[src/rtl/serial_adder_ctrl_if.sv]
// Operand/handshake bundle for the bit-serial adder/subtractor.
// The requester drives the master side; the adder implements the slave side.
interface serial_adder_ctrl_if #(
  parameter int unsigned WIDTH = 8
);
  logic             start;
  logic             sub;
  logic [WIDTH-1:0] op_a;
  logic [WIDTH-1:0] op_b;
  logic             busy;
  logic             done;
  logic [WIDTH-1:0] result;
  logic             cout;
  logic             ovf;

  modport master (
    output start, sub, op_a, op_b,
    input  busy, done, result, cout, ovf
  );

  modport slave (
    input  start, sub, op_a, op_b,
    output busy, done, result, cout, ovf
  );
endinterface

[src/rtl/serial_adder_ctrl.sv]
// Bit-serial add/subtract: one full-adder cell reused LSB first over WIDTH cycles.
// Subtraction is a + ~b + 1, with the +1 entering as the initial carry.
module serial_adder_ctrl #(
  parameter int unsigned WIDTH = 8
) (
  input logic                clk,
  input logic                rst,
  serial_adder_ctrl_if.slave bus
);

  localparam int unsigned CntW = (WIDTH > 2) ? $clog2(WIDTH) : 1;

  typedef enum logic [1:0] {StIdle, StRun, StDone} state_e;

  state_e           state_q, state_d;
  logic [WIDTH-1:0] a_q, a_d;
  logic [WIDTH-1:0] b_q, b_d;
  logic [WIDTH-1:0] acc_q, acc_d;
  logic [WIDTH-1:0] result_q, result_d;
  logic [CntW-1:0]  cnt_q, cnt_d;
  logic             carry_q, carry_d;
  logic             cout_q, cout_d;
  logic             ovf_q, ovf_d;

  logic accept;
  logic last_bit;
  logic sum_bit;
  logic carry_out;

  assign accept    = (state_q == StIdle) && bus.start;
  assign last_bit  = (state_q == StRun) && (cnt_q == CntW'(WIDTH - 1));
  assign sum_bit   = a_q[0] ^ b_q[0] ^ carry_q;
  assign carry_out = (a_q[0] & b_q[0]) | (a_q[0] & carry_q) | (b_q[0] & carry_q);

  // State register
  always_ff @(posedge clk) begin
    if (rst) begin
      state_q <= StIdle;
    end else begin
      state_q <= state_d;
    end
  end

  // Next-state logic
  always_comb begin
    state_d = state_q;
    unique case (state_q)
      StIdle:  if (bus.start) state_d = StRun;
      StRun:   if (last_bit) state_d = StDone;
      StDone:  state_d = StIdle;
      default: state_d = StIdle;
    endcase
  end

  // Moore outputs
  always_comb begin
    bus.busy = 1'b0;
    bus.done = 1'b0;
    unique case (state_q)
      StRun:   bus.busy = 1'b1;
      StDone:  bus.done = 1'b1;
      default: ;
    endcase
  end

  // Datapath: accumulator collects sum bits from the MSB end; result only moves at completion.
  always_comb begin
    a_d      = a_q;
    b_d      = b_q;
    acc_d    = acc_q;
    cnt_d    = cnt_q;
    carry_d  = carry_q;
    result_d = result_q;
    cout_d   = cout_q;
    ovf_d    = ovf_q;
    if (accept) begin
      a_d      = bus.op_a;
      b_d      = bus.sub ? ~bus.op_b : bus.op_b;
      carry_d  = bus.sub;
      cnt_d    = '0;
      acc_d    = '0;
      result_d = '0;
      cout_d   = 1'b0;
      ovf_d    = 1'b0;
    end else if (state_q == StRun) begin
      a_d     = a_q >> 1;
      b_d     = b_q >> 1;
      acc_d   = {sum_bit, acc_q[WIDTH-1:1]};
      carry_d = carry_out;
      cnt_d   = cnt_q + CntW'(1);
      if (last_bit) begin
        result_d = {sum_bit, acc_q[WIDTH-1:1]};
        cout_d   = carry_out;
        // carry_q here is the carry into the MSB cell
        ovf_d    = carry_q ^ carry_out;
      end
    end
  end

  always_ff @(posedge clk) begin
    if (rst) begin
      a_q      <= '0;
      b_q      <= '0;
      acc_q    <= '0;
      cnt_q    <= '0;
      carry_q  <= 1'b0;
      result_q <= '0;
      cout_q   <= 1'b0;
      ovf_q    <= 1'b0;
    end else begin
      a_q      <= a_d;
      b_q      <= b_d;
      acc_q    <= acc_d;
      cnt_q    <= cnt_d;
      carry_q  <= carry_d;
      result_q <= result_d;
      cout_q   <= cout_d;
      ovf_q    <= ovf_d;
    end
  end

  assign bus.result = result_q;
  assign bus.cout   = cout_q;
  assign bus.ovf    = ovf_q;

endmodule

[src/flat_wrapper.sv]
// flat-port wrapper written by rule: the top's interface ports become plain ports
module serial_adder_ctrl_flat 
#(
  parameter int unsigned WIDTH = 8
)
  (clk, rst, bus_start, bus_sub, bus_op_a, bus_op_b, bus_busy, bus_done, bus_result, bus_cout, bus_ovf);
  serial_adder_ctrl_if #(.WIDTH(WIDTH)) bus_i ();
  input logic clk;
  input logic rst;
  input wire logic [$bits(bus_i.start)-1:0] bus_start;
  input wire logic [$bits(bus_i.sub)-1:0] bus_sub;
  input wire logic [$bits(bus_i.op_a)-1:0] bus_op_a;
  input wire logic [$bits(bus_i.op_b)-1:0] bus_op_b;
  output wire logic [$bits(bus_i.busy)-1:0] bus_busy;
  output wire logic [$bits(bus_i.done)-1:0] bus_done;
  output wire logic [$bits(bus_i.result)-1:0] bus_result;
  output wire logic [$bits(bus_i.cout)-1:0] bus_cout;
  output wire logic [$bits(bus_i.ovf)-1:0] bus_ovf;
  assign bus_i.start = bus_start;
  assign bus_i.sub = bus_sub;
  assign bus_i.op_a = bus_op_a;
  assign bus_i.op_b = bus_op_b;
  assign bus_busy = bus_i.busy;
  assign bus_done = bus_i.done;
  assign bus_result = bus_i.result;
  assign bus_cout = bus_i.cout;
  assign bus_ovf = bus_i.ovf;
  serial_adder_ctrl #(.WIDTH(WIDTH)) u_core (.clk(clk), .rst(rst), .bus(bus_i));
endmodule
[config.mk]
export PLATFORM = sky130hd
export DESIGN_NAME = serial_adder_ctrl_flat
export DESIGN_NICKNAME = d
export VERILOG_FILES = /design/src/rtl/serial_adder_ctrl_if.sv /design/src/rtl/serial_adder_ctrl.sv /design/src/flat_wrapper.sv
export SDC_FILE = /design/constraint.sdc
export NUM_CORES = 1
export LEC_CHECK = 0
export ABC_AREA = 1
export CAP_MARGIN = 15
export CORE_AREA = 2 2 72 74
export CTS_CLUSTER_SIZE = 28
export DETAILED_ROUTE_END_ITERATION = 7
export DIE_AREA = 0 0 74 76
export GPL_ROUTABILITY_DRIVEN = 0
export GPL_TIMING_DRIVEN = 0
export PLACE_DENSITY = 0.58
export RECOVER_POWER = 50
export SETUP_SLACK_MARGIN = 0.02
export SLEW_MARGIN = 20
export SYNTH_ARGS = -nofsm -noshare
export SYNTH_HDL_FRONTEND = slang
export SYNTH_SLANG_ARGS = --single-unit
export TNS_END_PERCENT = 100
[constraint.sdc]
create_clock -name clk -period 2.49 [get_ports clk]
set_input_delay 0.498 -clock clk [delete_from_list [all_inputs] [get_ports clk]]
set_output_delay 0.498 -clock clk [all_outputs]
set_load 0.005 [all_outputs]
Word-level counts from Yosys, hierarchy flattened
Index checks and enable logic that the tools add are counted.

operators by class
  add/sub/neg operators = 1
  equality and inequality tests = 5
  muxes and demuxes = 12
  bitwise operators = 9
  reductions and logical operators = 7

operators with widths
  cell                                                 count
  2-to-1 mux 8 bit                                     5
  inverter 8 bit                                       1
  2-to-1 mux 1 bit                                     4
  2-to-1 mux 2 bit                                     2
  one-hot mux 2 bit (2 select lines)                   1
  AND reduction 2 bit                                  2
  adder 3 x 1 -> 3 bit, second input constant          1
  bitwise AND 1 bit                                    3
  equality test 3 bit, second input constant           1
  bitwise XOR 1 bit                                    3
  equality test 2 x 1 -> 1 bit, second input constant  1
  equality test 2 bit, second input constant           1
  logical AND 1 bit                                    2
  logical NOT 2 bit                                    1
  != test 2 x 1 -> 1 bit, second input constant        1
  != test 2 bit, second input constant                 1
  OR 1 bit                                             2
  nonzero test 2 bit                                   1
  OR reduction 2 bit                                   1

storage, ports and cells
  bits in registers = 40
  bits of input ports = 20

Logic depth before layout (Yosys ltp)
  depth after elaboration = 5
  gate-level depth with buffers = 8

Worst setup path after synthesis
Ideal clock, no wire load.

  path type = register -> output
  start = register u_core.state_q[0]
  end = output port bus_busy
  data arrival time = 0.856 ns
  setup slack = 1.136 ns
  cell stages (with the launch flop) = 5
  path buffers = 2
  cell sequence = dfxtp_1 > buf_6 > inv_2 > nor2_1 > buf_4

between the ends
  word-level cells in the longest chain between the ends = 2

RTL lines
  what                          RTL line                 RTL
  start, declared               serial_adder_ctrl.sv:15  state_e state_q, state_d;
  start signal, assigned        serial_adder_ctrl.sv:38  state_q <= StIdle;
  start signal, assigned        serial_adder_ctrl.sv:40  state_q <= state_d;
  equality test 2 x 1 -> 1 bit  serial_adder_ctrl.sv:59  unique case (state_q)
  2-to-1 mux 1 bit              serial_adder_ctrl.sv:59
  end, declared                 flat_wrapper.sv:14       output wire logic [$bits(bus_i.busy)-1:0] bus_busy;

Every way passes these cells.

Final worst setup path
  start = input port bus_start
  end = register u_core.a_q[2]

between the ends
  word-level cells in the longest chain between the ends = 2
  elaborated cells between the ends (all ways) = 3
  those cells by class = mux: 1; reduce/logical: 2

RTL lines
  what                                                           RTL line                  RTL
  start, declared                                                flat_wrapper.sv:10        input wire logic [$bits(bus_i.start)-1:0] bus_start;
  logical AND 1 bit (*)                                          serial_adder_ctrl.sv:30   assign accept = (state_q == StIdle) && bus.start;
  2-to-1 mux 8 bit / nonzero test 2 bit (equally long branches)  -
  end signal, assigned                                           serial_adder_ctrl.sv:102  a_q <= '0;
  end signal, assigned                                           serial_adder_ctrl.sv:111  a_q <= a_d;
  end, declared                                                  serial_adder_ctrl.sv:16   logic [WIDTH-1:0] a_q, a_d;

Mark *: on every way between the ends. The rest lies on a longest branch, timed or not.
A chain may end at the register's enable or synchronous reset.

==> impl_metrics.py <==
metrics = {
    "outcome": {
        "status": "finished, final reports clean",
    },
    "yosys": {
        "synth_ff_type": "dfxtp_1",
        "syn_inst": 260,
        "synthArstFlopShare": 0,
        "synthesis.area_um2": 1860,
        "synth_top_area_cell": "dfxtp_1",
        "ys_types": 21,
        "yosys_register_bits": 39,
        "syn_area_per_cell_um2": 7.15,
        "synthTopCellsByCount": "nand2_1 (116), dfxtp_1 (39), a21oi_1 (27)",
        "yosys_warnings": 0,
        "ys_seq_area_frac": 0.420,
        "synth.most_common_cell": "nand2_1",
        "synth.net_count": 283,
        "synth_edf_count": 0,
        "synthDominantCellAreaShare": 0.420,
        "synthTopCellsByArea": "dfxtp_1 (42%), nand2_1 (23%), a21oi_1 (7.3%)",
    },
    "pwr": {
        "ir_drop_v": 0.000319,
        "cellInternalPower_mw": 0.925,
        "p_clk_frac": 0.336,
        "swShare": 0.274,
        "p_seq_frac": 0.521,
        "p_leak_nw": 0.929,
        "combPwrFrac": 0.143,
        "switchingPower_mw": 0.348,
        "powerDensity_nw_per_um2": 559,
    },
    "floorplanning": {
        "die-area_um2": 5620,
        "io-pin-count": 32,
        "die_height_um": 76,
        "start_util": 0.378,
        "core_um2": 4910,
        "die_w_um": 74,
        "row_count": 26,
    },
    "cts": {
        "clockRootBuffer": "clkbuf_8",
        "cts_sinks": 39,
        "cts_made_buffers": 5,
        "hold_buffers": 0,
        "cts_buffer_depth": 2,
        "htreeDepth": 2,
        "ctsResizeCount": 0,
        "cts_tree": "built",
        "clk_latency_ns": 0.29,
        "post-cts-setup-buffers": 0,
        "clk_pin_slew_ns": 0.07,
    },
    "drt": {
        "drc": 0,
        "drtIter0Drc": 91,
        "finalWirelength_mm": 3.98,
        "vias": 1667,
        "routedWlPerCell_um": 10.8,
        "first_pass_iters": 4,
        "routed_via_density": 4.53,
        "antenna_left": 0,
    },
    "sta": {
        "period_minus_slack_ns": 2.34,
        "max_slew_margin": 0.300,
        "tightest_slew_ns": 1.04,
        "fin_crit_sh": 0.938,
        "rsz0062_at_grt": "false",
        "slew_violations": 0,
        "fmax_mhz": 428,
        "hold_violations": 0,
        "tns_ns": 0,
        "fin_skew_ns": 0.00922,
        "finalSetupViolCount": 0,
    },
    "grt": {
        "grt_pass1_vias": 1484,
        "grt.overflow.total": 0,
        "grt_pass1_wl_mm": 6.96,
        "track_usage": 0.157,
        "grt_max_degree": 13,
        "antenna_found_initial": 0,
    },
    "layout": {
        "final_util": 0.464,
        "finalInstanceArea_um2": 2280,
        "antenna_cells": 0,
        "area_growth_pct": 22.6,
        "nFillCells": 540,
        "drive_gt1_frac": 0.101,
        "nNetsFinal": 320,
    },
    "critical_path": {
        "path_class": "input pin to flop",
        "critical_path_arrival_ns": 2.55,
        "worstPathCellList": "dlygate4sd3_1 -> buf_2 -> o21ai_0 -> buf_6 -> nand2_1 -> a21oi_1",
        "slowest_delay_ns": 0.82,
        "cp_top_family": "buffers and inverters",
        "cp-end-kind": "flop",
        "cp_num_buf_inv": 3,
        "critPathRequiredTime_ns": 2.71,
        "cp_max_fo": 10,
        "startpoint_type": "input pin",
        "slowest_stage": "o21ai_0",
    },
    "job": {
        "cap_violations": 0,
    },
    "placed_design": {
        "portBuffers": 30,
        "hpwl_mm": 2.69,
        "dpl_cell_area_um2": 2250,
    },
    "hold_path": {
        "worstHoldPathType": "flop to flop",
    },
}
[final timing paths]
kind | from | to | slack [ns] | depth (start not counted)
max reg2reg | u_core.state_q[0]$_SDFFE_PP0P_ | u_core.bus.result[1]$_SDFFE_PP0P_ | 0.62 | 7
max | bus_start | u_core.a_q[2]$_SDFFE_PP0P_ | 0.15 | 6
min reg2reg | u_core.b_q[3]$_SDFFE_PP0P_ | u_core.b_q[3]$_SDFFE_PP0P_ | 0.47 | 2
min | u_core.b_q[3]$_SDFFE_PP0P_ | u_core.b_q[3]$_SDFFE_PP0P_ | 0.47 | 2
[power groups by stage]
stage / sequential (mW) / clock [mW] / combinational (mW)
final: 0.663 / 0.428 / 0.182
after detailed placement: 0.677 / 0 / 0.193
after floorplan: 0.674 / 0 / 0.129
after global routing: 0.666 / 0.465 / 0.210
after global placement: 0.677 / 0 / 0.191
after CTS: 0.663 / 0.439 / 0.193
[flip-flops by register name (all words and copies together) (netlist names)]
name               flops
u_core.cnt_q           3
u_core.acc_q           7
u_core.a_q             8
u_core.bus.result      8
u_core.bus.ovf         1
u_core.bus.cout        1
u_core.carry_q         1
u_core.state_q         2
u_core.b_q             8
[final cells by class]
| class | instances | area [um^2] | area share |
|---|---|---|---|
| timing repair buffer | 30 | 300 | 0.132 |
| tap | 70 | 87.6 | 0.0385 |
| clock inverter | 2 | 12.5 | 0.00549 |
| inverter | 15 | 56.3 | 0.0247 |
| sequential | 39 | 781 | 0.343 |
| multi-input combinational | 191 | 882 | 0.387 |
| buffer | 15 | 85.1 | 0.0374 |
| clock buffer | 6 | 72.6 | 0.0319 |
[cells in the final DEF (no fill, tap or decap), types with 2 or more instances in the layout]
| master | count |
|---|---|
| nand3b_1 | 5 |
| inv_1 | 12 |
| clkdlybuf4s50_1 | 29 |
| nor2_1 | 5 |
| dfxtp_1 | 39 |
| nand2_2 | 3 |
| buf_6 | 2 |
| clkbuf_1 | 5 |
| a21oi_1 | 34 |
| a21oi_2 | 3 |
| inv_2 | 3 |
| nand3_1 | 15 |
| clkbuf_8 | 5 |
| ha_1 | 2 |
| xor2_1 | 3 |
| nand2_1 | 116 |
| buf_2 | 7 |
[through the flow]
| stage | setup WS (ns) | hold WS (ns) | instances | power [mW] |
|---|---|---|---|---|
| 6_report | 0.154 | 0.465 | 368 | 1.27 |
| 5_1_grt | 0.0451 | 0.481 | 368 | 1.34 |
| 4_1_cts | 0.143 | 0.466 | 368 | 1.29 |
| 3_5_place_dp | 0.388 | 0.454 | 360 | 0.870 |
| 3_3_place_gp | 0.384 | 0.450 | 360 | 0.868 |
| 2_1_floorplan | 1.14 | 0.442 | 260 | 0.803 |
[logic make-up after synthesis]
family          count (synthesis)  share of synthesized area
compound gates                 38                      0.125
xor+xnor                        3                     0.0141
fa+ha+maj                       3                     0.0242
buf+inv                        30                     0.0835
flops                          39                      0.420
simple gates                  147                      0.333
[worst reg2reg max path: stages, from the launching register on]
cell	delay (ns)
dfxtp_1	0.31
buf_6	0.13
inv_2	0.06
nand2_2	0.04
nor2_1	0.52
or2_2	0.23
clkbuf_1	0.37
a21oi_1	0.08
[routing by layer]
| metal | vias up | track usage | share of wire |
|---|---|---|---|
| met5 | - | 0 | 0 |
| met4 | 0 | 0.0436 | 0.012 |
| met3 | 5 | 0.0410 | 0.044 |
| met2 | 41 | 0.235 | 0.43 |
| met1 | 730 | 0.223 | 0.52 |
| li1 | 891 | - | - |
Power figures use the tool's default switching activity.
